File: src/rtl/reaction_timer_ctrl.sv
// reaction_timer_ctrl
//   Reaction-time game controller. It sits directly upstream of an 8-bit up
//   counter and drives that counter's Enable and Reset inputs.
//   A Start begins a pseudo-random wait. When the wait ends, Led lights and the
//   counter gets one Enable pulse per tick. The player's Button press freezes the
//   count and latches it as Result.
//   A press before Led is a false start. If the counter reaches 8'hFF before a
//   press, the game ends as a timeout.
//
//   Optional feature macro: BEST_TIME_EN
//     When defined, BestTime tracks the minimum valid Result since Reset.
//     When undefined, BestTime is tied to 8'hFF.
//
// Ports
//   Clock        in   rising-edge clock
//   Reset        in   synchronous active-high reset
//   Start        in   start / restart request (honoured in IDLE, DONE, FAULT)
//   Button       in   asynchronous player button, active-high
//   CountIn      in   [7:0] current value of the downstream counter
//   CountEnable  out  one-cycle Enable pulse per tick while in GO
//   CountReset   out  clear to the downstream counter
//   Led          out  "react now" indicator
//   Result       out  [7:0] latched reaction time in ticks
//   ResultValid  out  high while in DONE
//   FalseStart   out  high while in FAULT
//   Timeout      out  DONE was reached by counter saturation
//   BestTime     out  [7:0] best valid result since Reset
module reaction_timer_ctrl #(
  parameter int TICK_DIV        = 50000,
  parameter int DELAY_MIN_TICKS = 1000,
  parameter int RAND_BITS       = 4
) (
  input  logic       Clock,
  input  logic       Reset,
  input  logic       Start,
  input  logic       Button,
  input  logic [7:0] CountIn,
  output logic       CountEnable,
  output logic       CountReset,
  output logic       Led,
  output logic [7:0] Result,
  output logic       ResultValid,
  output logic       FalseStart,
  output logic       Timeout,
  output logic [7:0] BestTime
);
  localparam int PW = $clog2(TICK_DIV);
  // Holds DELAY_MIN_TICKS (16-bit) plus up to 8 random bits without overflow.
  localparam int DW = 17;

  typedef enum logic [2:0] {IDLE, ARMED, GO, DONE, FAULT} state_t;

  state_t          state, state_next;
  logic [PW-1:0]   presc;
  logic            tick;
  logic [7:0]      lfsr;
  logic [DW-1:0]   delay;
  logic            btn_s1, btn_s2, btn_s3, btn_edge;
  logic            load_delay, dec_delay, latch_result, set_timeout;
  logic [7:0]      result_next;

  assign tick     = (presc == PW'(TICK_DIV - 1));
  assign btn_edge = btn_s2 & ~btn_s3;

  // Two flops synchronise Button; the third remembers the last level for edge detection.
  always_ff @(posedge Clock) begin
    if (Reset) begin
      btn_s1 <= 1'b0;
      btn_s2 <= 1'b0;
      btn_s3 <= 1'b0;
    end else begin
      btn_s1 <= Button;
      btn_s2 <= btn_s1;
      btn_s3 <= btn_s2;
    end
  end

  // The LFSR free-runs every clock, so the delay depends on when Start arrives.
  always_ff @(posedge Clock) begin
    if (Reset) lfsr <= 8'h01;
    else       lfsr <= {lfsr[6:0], lfsr[7] ^ lfsr[5] ^ lfsr[4] ^ lfsr[3]};
  end

  // Clearing on each state change makes the first tick in every state a full period away.
  always_ff @(posedge Clock) begin
    if (Reset)                              presc <= '0;
    else if (state_next != state || tick)   presc <= '0;
    else                                    presc <= presc + PW'(1);
  end

  always_ff @(posedge Clock) begin
    if (Reset)           delay <= '0;
    else if (load_delay) delay <= DW'(DELAY_MIN_TICKS) + DW'(lfsr[RAND_BITS-1:0]);
    else if (dec_delay)  delay <= delay - DW'(1);
  end

  always_comb begin
    state_next   = state;
    load_delay   = 1'b0;
    dec_delay    = 1'b0;
    latch_result = 1'b0;
    set_timeout  = 1'b0;
    result_next  = 8'h00;
    case (state)
      IDLE, DONE, FAULT: begin
        if (Start) begin
          state_next = ARMED;
          load_delay = 1'b1;
        end
      end
      ARMED: begin
        // A press while waiting outranks delay expiry in the same cycle.
        if (btn_edge)          state_next = FAULT;
        else if (tick) begin
          if (delay == '0)     state_next = GO;
          else                 dec_delay  = 1'b1;
        end
      end
      GO: begin
        if (btn_edge) begin
          state_next   = DONE;
          latch_result = 1'b1;
          result_next  = CountIn;
        end else if (tick && CountIn == 8'hFF) begin
          state_next   = DONE;
          latch_result = 1'b1;
          result_next  = 8'hFF;
          set_timeout  = 1'b1;
        end
      end
      default: state_next = IDLE;
    endcase
  end

  // Outputs are decoded from the next state so they settle together with it.
  always_ff @(posedge Clock) begin
    if (Reset) begin
      state       <= IDLE;
      Led         <= 1'b0;
      CountEnable <= 1'b0;
      CountReset  <= 1'b1;
      Result      <= 8'h00;
      ResultValid <= 1'b0;
      FalseStart  <= 1'b0;
      Timeout     <= 1'b0;
    end else begin
      state       <= state_next;
      Led         <= (state_next == GO);
      // No pulse on the cycle that leaves GO: a press must not count that tick,
      // and a saturated counter must not wrap.
      CountEnable <= (state == GO) && (state_next == GO) && tick;
      CountReset  <= (state_next == IDLE) || (state_next == ARMED) || (state_next == FAULT);
      ResultValid <= (state_next == DONE);
      FalseStart  <= (state_next == FAULT);
      if (latch_result)              Result <= result_next;
      else if (state_next == FAULT)  Result <= 8'h00;
      if (set_timeout)               Timeout <= 1'b1;
      else if (load_delay)           Timeout <= 1'b0;
    end
  end

`ifdef BEST_TIME_EN
  logic [7:0] best;

  always_ff @(posedge Clock) begin
    if (Reset)
      best <= 8'hFF;
    else if (latch_result && !set_timeout && result_next < best)
      best <= result_next;
  end

  assign BestTime = best;
`else
  assign BestTime = 8'hFF;
`endif

endmodule

File: config.mk
export PLATFORM = sky130hd
export DESIGN_NAME = reaction_timer_ctrl
export DESIGN_NICKNAME = d
export VERILOG_FILES = /design/src/rtl/reaction_timer_ctrl.sv
export SDC_FILE = /design/constraint.sdc
export NUM_CORES = 1
export LEC_CHECK = 0
export CORE_ASPECT_RATIO = 1.75
export CORE_MARGIN = 5
export CORE_UTILIZATION = 30
export CTS_CLUSTER_SIZE = 16
export DETAILED_ROUTE_END_ITERATION = 8
export GPL_TIMING_DRIVEN = 0
export PLACE_DENSITY_LB_ADDON = 0.15
export SLEW_MARGIN = 25
export SYNTH_ARGS = -nofsm -noshare
export SYNTH_HDL_FRONTEND = slang
export SYNTH_SLANG_ARGS = --single-unit
File: constraint.sdc
create_clock -name Clock -period 2.49 [get_ports Clock]
set_clock_uncertainty 0.15 [all_clocks]
set_input_delay 0.498 -clock Clock [delete_from_list [all_inputs] [get_ports Clock]]
set_output_delay 0.498 -clock Clock [all_outputs]
set_load 0.02 [all_outputs]
==> impl_metrics.yaml, run 1 <==
final_layout:
  area_delta_synth_final_pct: 26.07
  drive_above_1_share: 0.1293
  final_cells: 468
  fill_cells: 960
  seq_area_um2: 1221
  n_antenna_cell: 0
  final_common_cell: "dfxtp_1"
  multi_input_area_um2: 1508
  layout.nets: 358
  layout_common_cells: "dfxtp_1, nor2_1, clkdlybuf4s50_1, o21ai_0, nand2_1"
clocking:
  cts_num_sinks: 61
  cts_tree: "built"
  cts_hold_buf: 0
  cts-root-buf: "clkbuf_16"
  clock_latency_ns: 0.33
  cts_made_buffers: 9
  path_clk_slew_ns: 0.06
  clock_path_buffers: 2
  htreeDepth: 3
synth:
  synth_mux_area_frac: 0.03578
  synth_flop_cell: "dfxtp_1"
  ys_types: 57
  syn_area_um2: 2798
  ys_async_sr_fraction: 0
  synthXorXnorAreaFrac: 0.05948
  ys_ff_latch: 61
  synth_top_family_by_area: "simple AND/OR/NAND/NOR gates"
  synth_edf_count: 0
  syn_inst: 300
  synth_simple_gate_area_share: 0.2661
  seq_area_frac_synth: 0.4365
  synth_fa_ha_area_frac: 0.01342
  ys_warn_count: 0
  syn_area_per_cell_um2: 9.326
  synth-compound-area-share: 0.1449
worst_setup_path:
  cp_data_required_time_ns: 2.60
  r2r_slack_ns: 0.18
  crit_type: "in -> reg"
  crit_top_cell: "nor2_1"
  setup.worst_path.end_class: "flip-flop"
  reg2reg_from: "presc[0]"
  path_cells: "clkdlybuf4s50_1 -> or3b_2 -> a21oi_1 -> nor2_1 -> o21ai_0 -> nor2_1"
  cp_top_family: "simple AND/OR/NAND/NOR gates"
  crit_path_top_delay_cell: "clkdlybuf4s50_1"
  crit_buf_inv: 1
  critPathMaxFanout: 10
  rr_worst_depth: 8
  arrival_ns: 2.44
  start_kind: "input pin"
  cp_slowest_stage_delay_ns: 0.60
  r2r-end: "Result[5]"
global_route:
  grt_pass1_vias: 2225
  grt_pass1_wl_mm: 10.89
  antenna_found_initial: 0
  overflow: 0
  grt_max_degree: 12
  grtUsageTotal: 0.1218
route:
  drc: 0
  wirelength_mm: 6.621
  ant_nets: 0
  dr.first_iter.drc_count: 55
  vias: 2275
  drtPass1Iterations: 4
  wire_per_inst_um: 14.15
  vias_per_cell: 4.861
sta:
  timing.fmax_mhz: 428.4
  slew_violations: 0
  fin_setup_tns_ns: 0
  setup_viol: 0
  finalCritPeriodShare: 0.9374
  hold_viol_final: 0
  period_needed_ns: 2.334
  grt_setup_unrepaired: "no"
  worst_pin_slew_ns: 0.7174
  slew_headroom: 0.5199
placement:
  dp_cells: 452
  numPortBuffers: 25
  place_hpwl_mm: 4.875
  place_congestion: 0.7929
floorplanning:
  rows: 46
  die_area_um2: 11430
  start_util: 0.3076
  die_w_um: 83
  coreArea_um2: 9094
  die_h_um: 137.8
  pin_count: 34
pwr:
  p_leak_nw: 1.244
  power_density_nw_per_um2: 677.8
  peakVddDrop_v: 0.0003288
outcome:
  outcome: "finished, final reports clean"
worst_hold_path:
  min-delay-start: "btn_s1"
  holdCritPathClass: "reg -> reg"
  hold-path-endpoint: "btn_s2"
  worstHoldPathCells: 1
flow_run:
  maxCapViolCount: 0
[kinds of logic (layout without fill, tap and decap cells)]
| family | Yosys count | in the layout |
|---|---|---|
| AO/OA/AOI/OAI | 59 | 59 |
| XOR/XNOR | 19 | 19 |
| adder cells (fa/ha/maj) | 3 | 3 |
| buffers and inverters | 22 | 63 |
| flip-flops | 61 | 61 |
| multiplexers | 10 | 10 |
| other | 1 | 8 |
| AND/OR/NAND/NOR | 125 | 125 |
[report_power, final]
part           internal (W)  leakage [nW]  switching, W
combinational     0.0000830         0.609      0.000127
clock              0.000701         0.139      0.000452
sequential          0.00100         0.496     0.0000267
total               0.00179          1.24      0.000606
[through the flow]
step	setup slack [ns]	power (W)	area (um^2)	utilization	hold slack (ns)
floorplan	0.4182	0.001188	2824	-	0.2638
global placement	-0.2746	0.001253	3224	0.3546	0.2681
detailed placement	-0.2254	0.001255	3224	0.3546	0.2802
CTS	0.1128	0.002415	3503	0.3853	0.2929
global route	0.01005	0.002495	3527	0.3879	0.3136
finish	0.1560	0.002391	3527	0.3879	0.2864
[routing by layer]
| layer | up-vias | track usage | share of wire |
|---|---|---|---|
| met1 | 1047 | 0.1243 | 0.40 |
| met3 | 15 | 0.04249 | 0.044 |
| li1 | 1160 | - | - |
| met5 | - | 0 | 0 |
| met4 | 0 | 0.06909 | 0.032 |
| met2 | 53 | 0.2156 | 0.53 |
[layout make-up]
class | instances | area share
Inverter | 6 | 0.006385
Buffer | 16 | 0.02731
Multi-Input combinational cell | 224 | 0.4275
Clock inverter | 5 | 0.01029
Clock buffer | 11 | 0.06882
Tap cell | 120 | 0.04257
Sequential cell | 61 | 0.3462
Timing Repair Buffer | 25 | 0.07095
[sequential cells by signal, summed over array words and instances (netlist names), 3 cells and up]
signal / count
state: 3
presc: 16
Result: 8
lfsr: 8
delay: 17
[how the worst max path moves through the flow]
stage                  start   endpoint  slack, ns  depth (start not counted)
floorplan           delay[0]  delay[10]       0.42                          8
global placement       Start        Led      -0.27                          6
detailed placement     Start        Led      -0.23                          6
CTS                    Start        Led       0.11                          6
global route           Start        Led       0.01                          6
finish                 Start        Led       0.16                          6
[cells in the mapped netlist (5+ instances only)]
library cell | count | share of area
o21ai_0 | 19 | 0.034
a21oi_1 | 11 | 0.020
nand4_1 | 6 | 0.013
xnor2_1 | 8 | 0.025
clkbuf_1 | 5 | 0.0067
mux2i_1 | 10 | 0.036
nor2b_1 | 12 | 0.027
or3_1 | 8 | 0.018
dfxtp_1 | 61 | 0.44
buf_4 | 9 | 0.024
nand2_1 | 19 | 0.025
inv_1 | 6 | 0.0080
nand3_1 | 7 | 0.013
xor2_1 | 11 | 0.034
a31oi_1 | 6 | 0.013
nor2_1 | 30 | 0.040
or4_1 | 5 | 0.013
[worst reg2reg max path, cell delays in order (launching register included)]
cell and delay (ns):
dfxtp_1 0.34, ha_1 0.18, and3_1 0.15, buf_2 0.16, and4_1 0.20, buf_4 0.18
a21oi_1 0.12, nor2_2 0.48, mux2i_1 0.26
[repair_timing]
item                       4_1_cts  5_1_grt
setup endpoints to repair        0        4
buffers inserted                 0        0
resized for setup                0        5
Note: power is estimated with default switching activity, not from simulation.
==> inputs of run 2 (changes only) <==
--- a/config.mk
+++ b/config.mk
@@ -6,7 +6,6 @@
 export NUM_CORES = 1
 export LEC_CHECK = 0
 export CORE_ASPECT_RATIO = 1.75
-export CORE_MARGIN = 5
 export CORE_UTILIZATION = 30
 export CTS_CLUSTER_SIZE = 16
 export DETAILED_ROUTE_END_ITERATION = 8
==> impl_metrics.yaml, run 2 (synthesis results as in run 1) <==
sta:
  slew_headroom: 0.6310
  timing.fmax_mhz: 430.3
  hold_viol_final: 0
  hold_ws_ns: 0.2964
  slew_violations: 0
  worst_pin_slew_ns: 0.5523
  setup_viol: 0
  period_needed_ns: 2.324
  finalCritPeriodShare: 0.9333
final_layout:
  largest-register: "delay"
  utilization: 0.3960
  n_antenna_cell: 0
  final_cells: 467
  layout.nets: 358
  layout_common_cells: "dfxtp_1, nor2_1, clkdlybuf4s50_1, o21ai_0, nand2_1"
  area_delta_synth_final_pct: 27.91
  largestRegisters: "delay x17, presc x16"
  fin_area_um2: 3578
  final_common_cell: "dfxtp_1"
  drive_above_1_share: 0.1239
  largest_reg_flops: 17
route:
  wire_per_inst_um: 13.70
  vias: 2287
  wirelength_mm: 6.398
  dr.first_iter.drc_count: 95
  drtPass1Iterations: 4
  vias_per_cell: 4.897
  ant_nets: 0
  drc: 0
floorplanning:
  pin_count: 34
  coreArea_um2: 9036
  start_util: 0.3096
  die_h_um: 129.8
  die_area_um2: 9731
  rows: 46
  die_w_um: 75
global_route:
  grt_max_degree: 11
  antenna_found_initial: 0
  overflow: 0
  grtUsageTotal: 0.1521
  grt_pass1_wl_mm: 11.02
  grt_pass1_vias: 2258
pwr:
  p_leak_nw: 1.265
  power_density_nw_per_um2: 727.9
  peakVddDrop_v: 0.0003737
outcome:
  outcome: "finished, final reports clean"
clocking:
  clock_latency_ns: 0.32
  cts_num_sinks: 61
  cts_hold_buf: 0
  cts-root-buf: "clkbuf_16"
  cts_tree: "built"
  htreeDepth: 3
  cts_made_buffers: 9
  path_clk_slew_ns: 0.05
  clock_path_buffers: 2
worst_hold_path:
  min-delay-start: "btn_s1"
  holdCritPathClass: "reg -> reg"
  worstHoldPathCells: 1
placement:
  place_area_um2: 3224
  place_hpwl_mm: 4.706
  numPortBuffers: 25
  place_congestion: 0.7726
  dp_cells: 452
worst_setup_path:
  setup.worst_path.end_class: "flip-flop"
  cp-startpoint: "delay[0]"
  arrival_ns: 2.42
  start_kind: "flip-flop"
  cp_data_required_time_ns: 2.59
  crit_type: "reg -> reg"
  critPathMaxFanout: 7
  reg2reg_from: "delay[0]"
  rr_worst_depth: 8
flow_run:
  maxCapViolCount: 0
run 2: cell count changes in the layout (fill, tap and decap cells not counted), sizes merged:
cell,change
bufinv,+2
clkinvlp,+1
clkinv,-5
clkbuf,+1
run 2: area by class of cell:
cell class,instances,area [um^2]
clock buffers,12,266.5
multi-input cells,224,1504
well taps,120,150.1
flip-flops and latches,61,1221
clock inverters,3,67.56
inverters,6,22.52
plain buffers,16,96.34
repair buffers,25,250.2
fillers,926,5458
run 2: path summary, 6_finish.rpt:
check	endpoint	slack, ns
worst max-delay path	delay[14]	0.17
worst min-delay path	btn_s2	0.30
worst max register to register	delay[14]	0.17
worst min register to register	btn_s2	0.30
run 2: repair_timing:
item                                    in CTS  in global routing
endpoints found under the setup margin       0                  8
buffers inserted                             0                  0
gates resized for setup                      0                  3
run 2: power breakdown:
group	internal (W)	total [W]	switching, W
clock network	0.000951	0.00137	0.000417
registers	0.00100	0.00103	0.0000264
logic	0.0000830	0.000209	0.000126
total	0.00204	0.00260	0.000569
run 2: per-layer routing:
layer  track usage  part of all wire
met1        0.1643              0.40
met2        0.2639              0.54
met3       0.04402             0.031
met4       0.07547             0.026
met5             0                 0
run 2: through the flow:
| stage | TNS, ns | total power (W) | setup WS, ns |
|---|---|---|---|
| global route | -0.002573 | 0.002720 | -0.002573 |
| floorplan | 0 | 0.001188 | 0.4182 |
| finish | 0 | 0.002605 | 0.1661 |
| detailed placement | -0.8374 | 0.001252 | -0.2309 |
| CTS | 0 | 0.002644 | 0.1070 |
| global placement | -0.9802 | 0.001252 | -0.2584 |
run 2: worst max-delay path, stage by stage (launching register included):
cell and delay [ns]:
dfxtp_1 0.34, inv_1 0.13, ha_1 0.21, or3b_1 0.34, buf_2 0.17, nor2_2 0.13
o2111ai_4 0.18, or4_1 0.46, a21oi_1 0.15
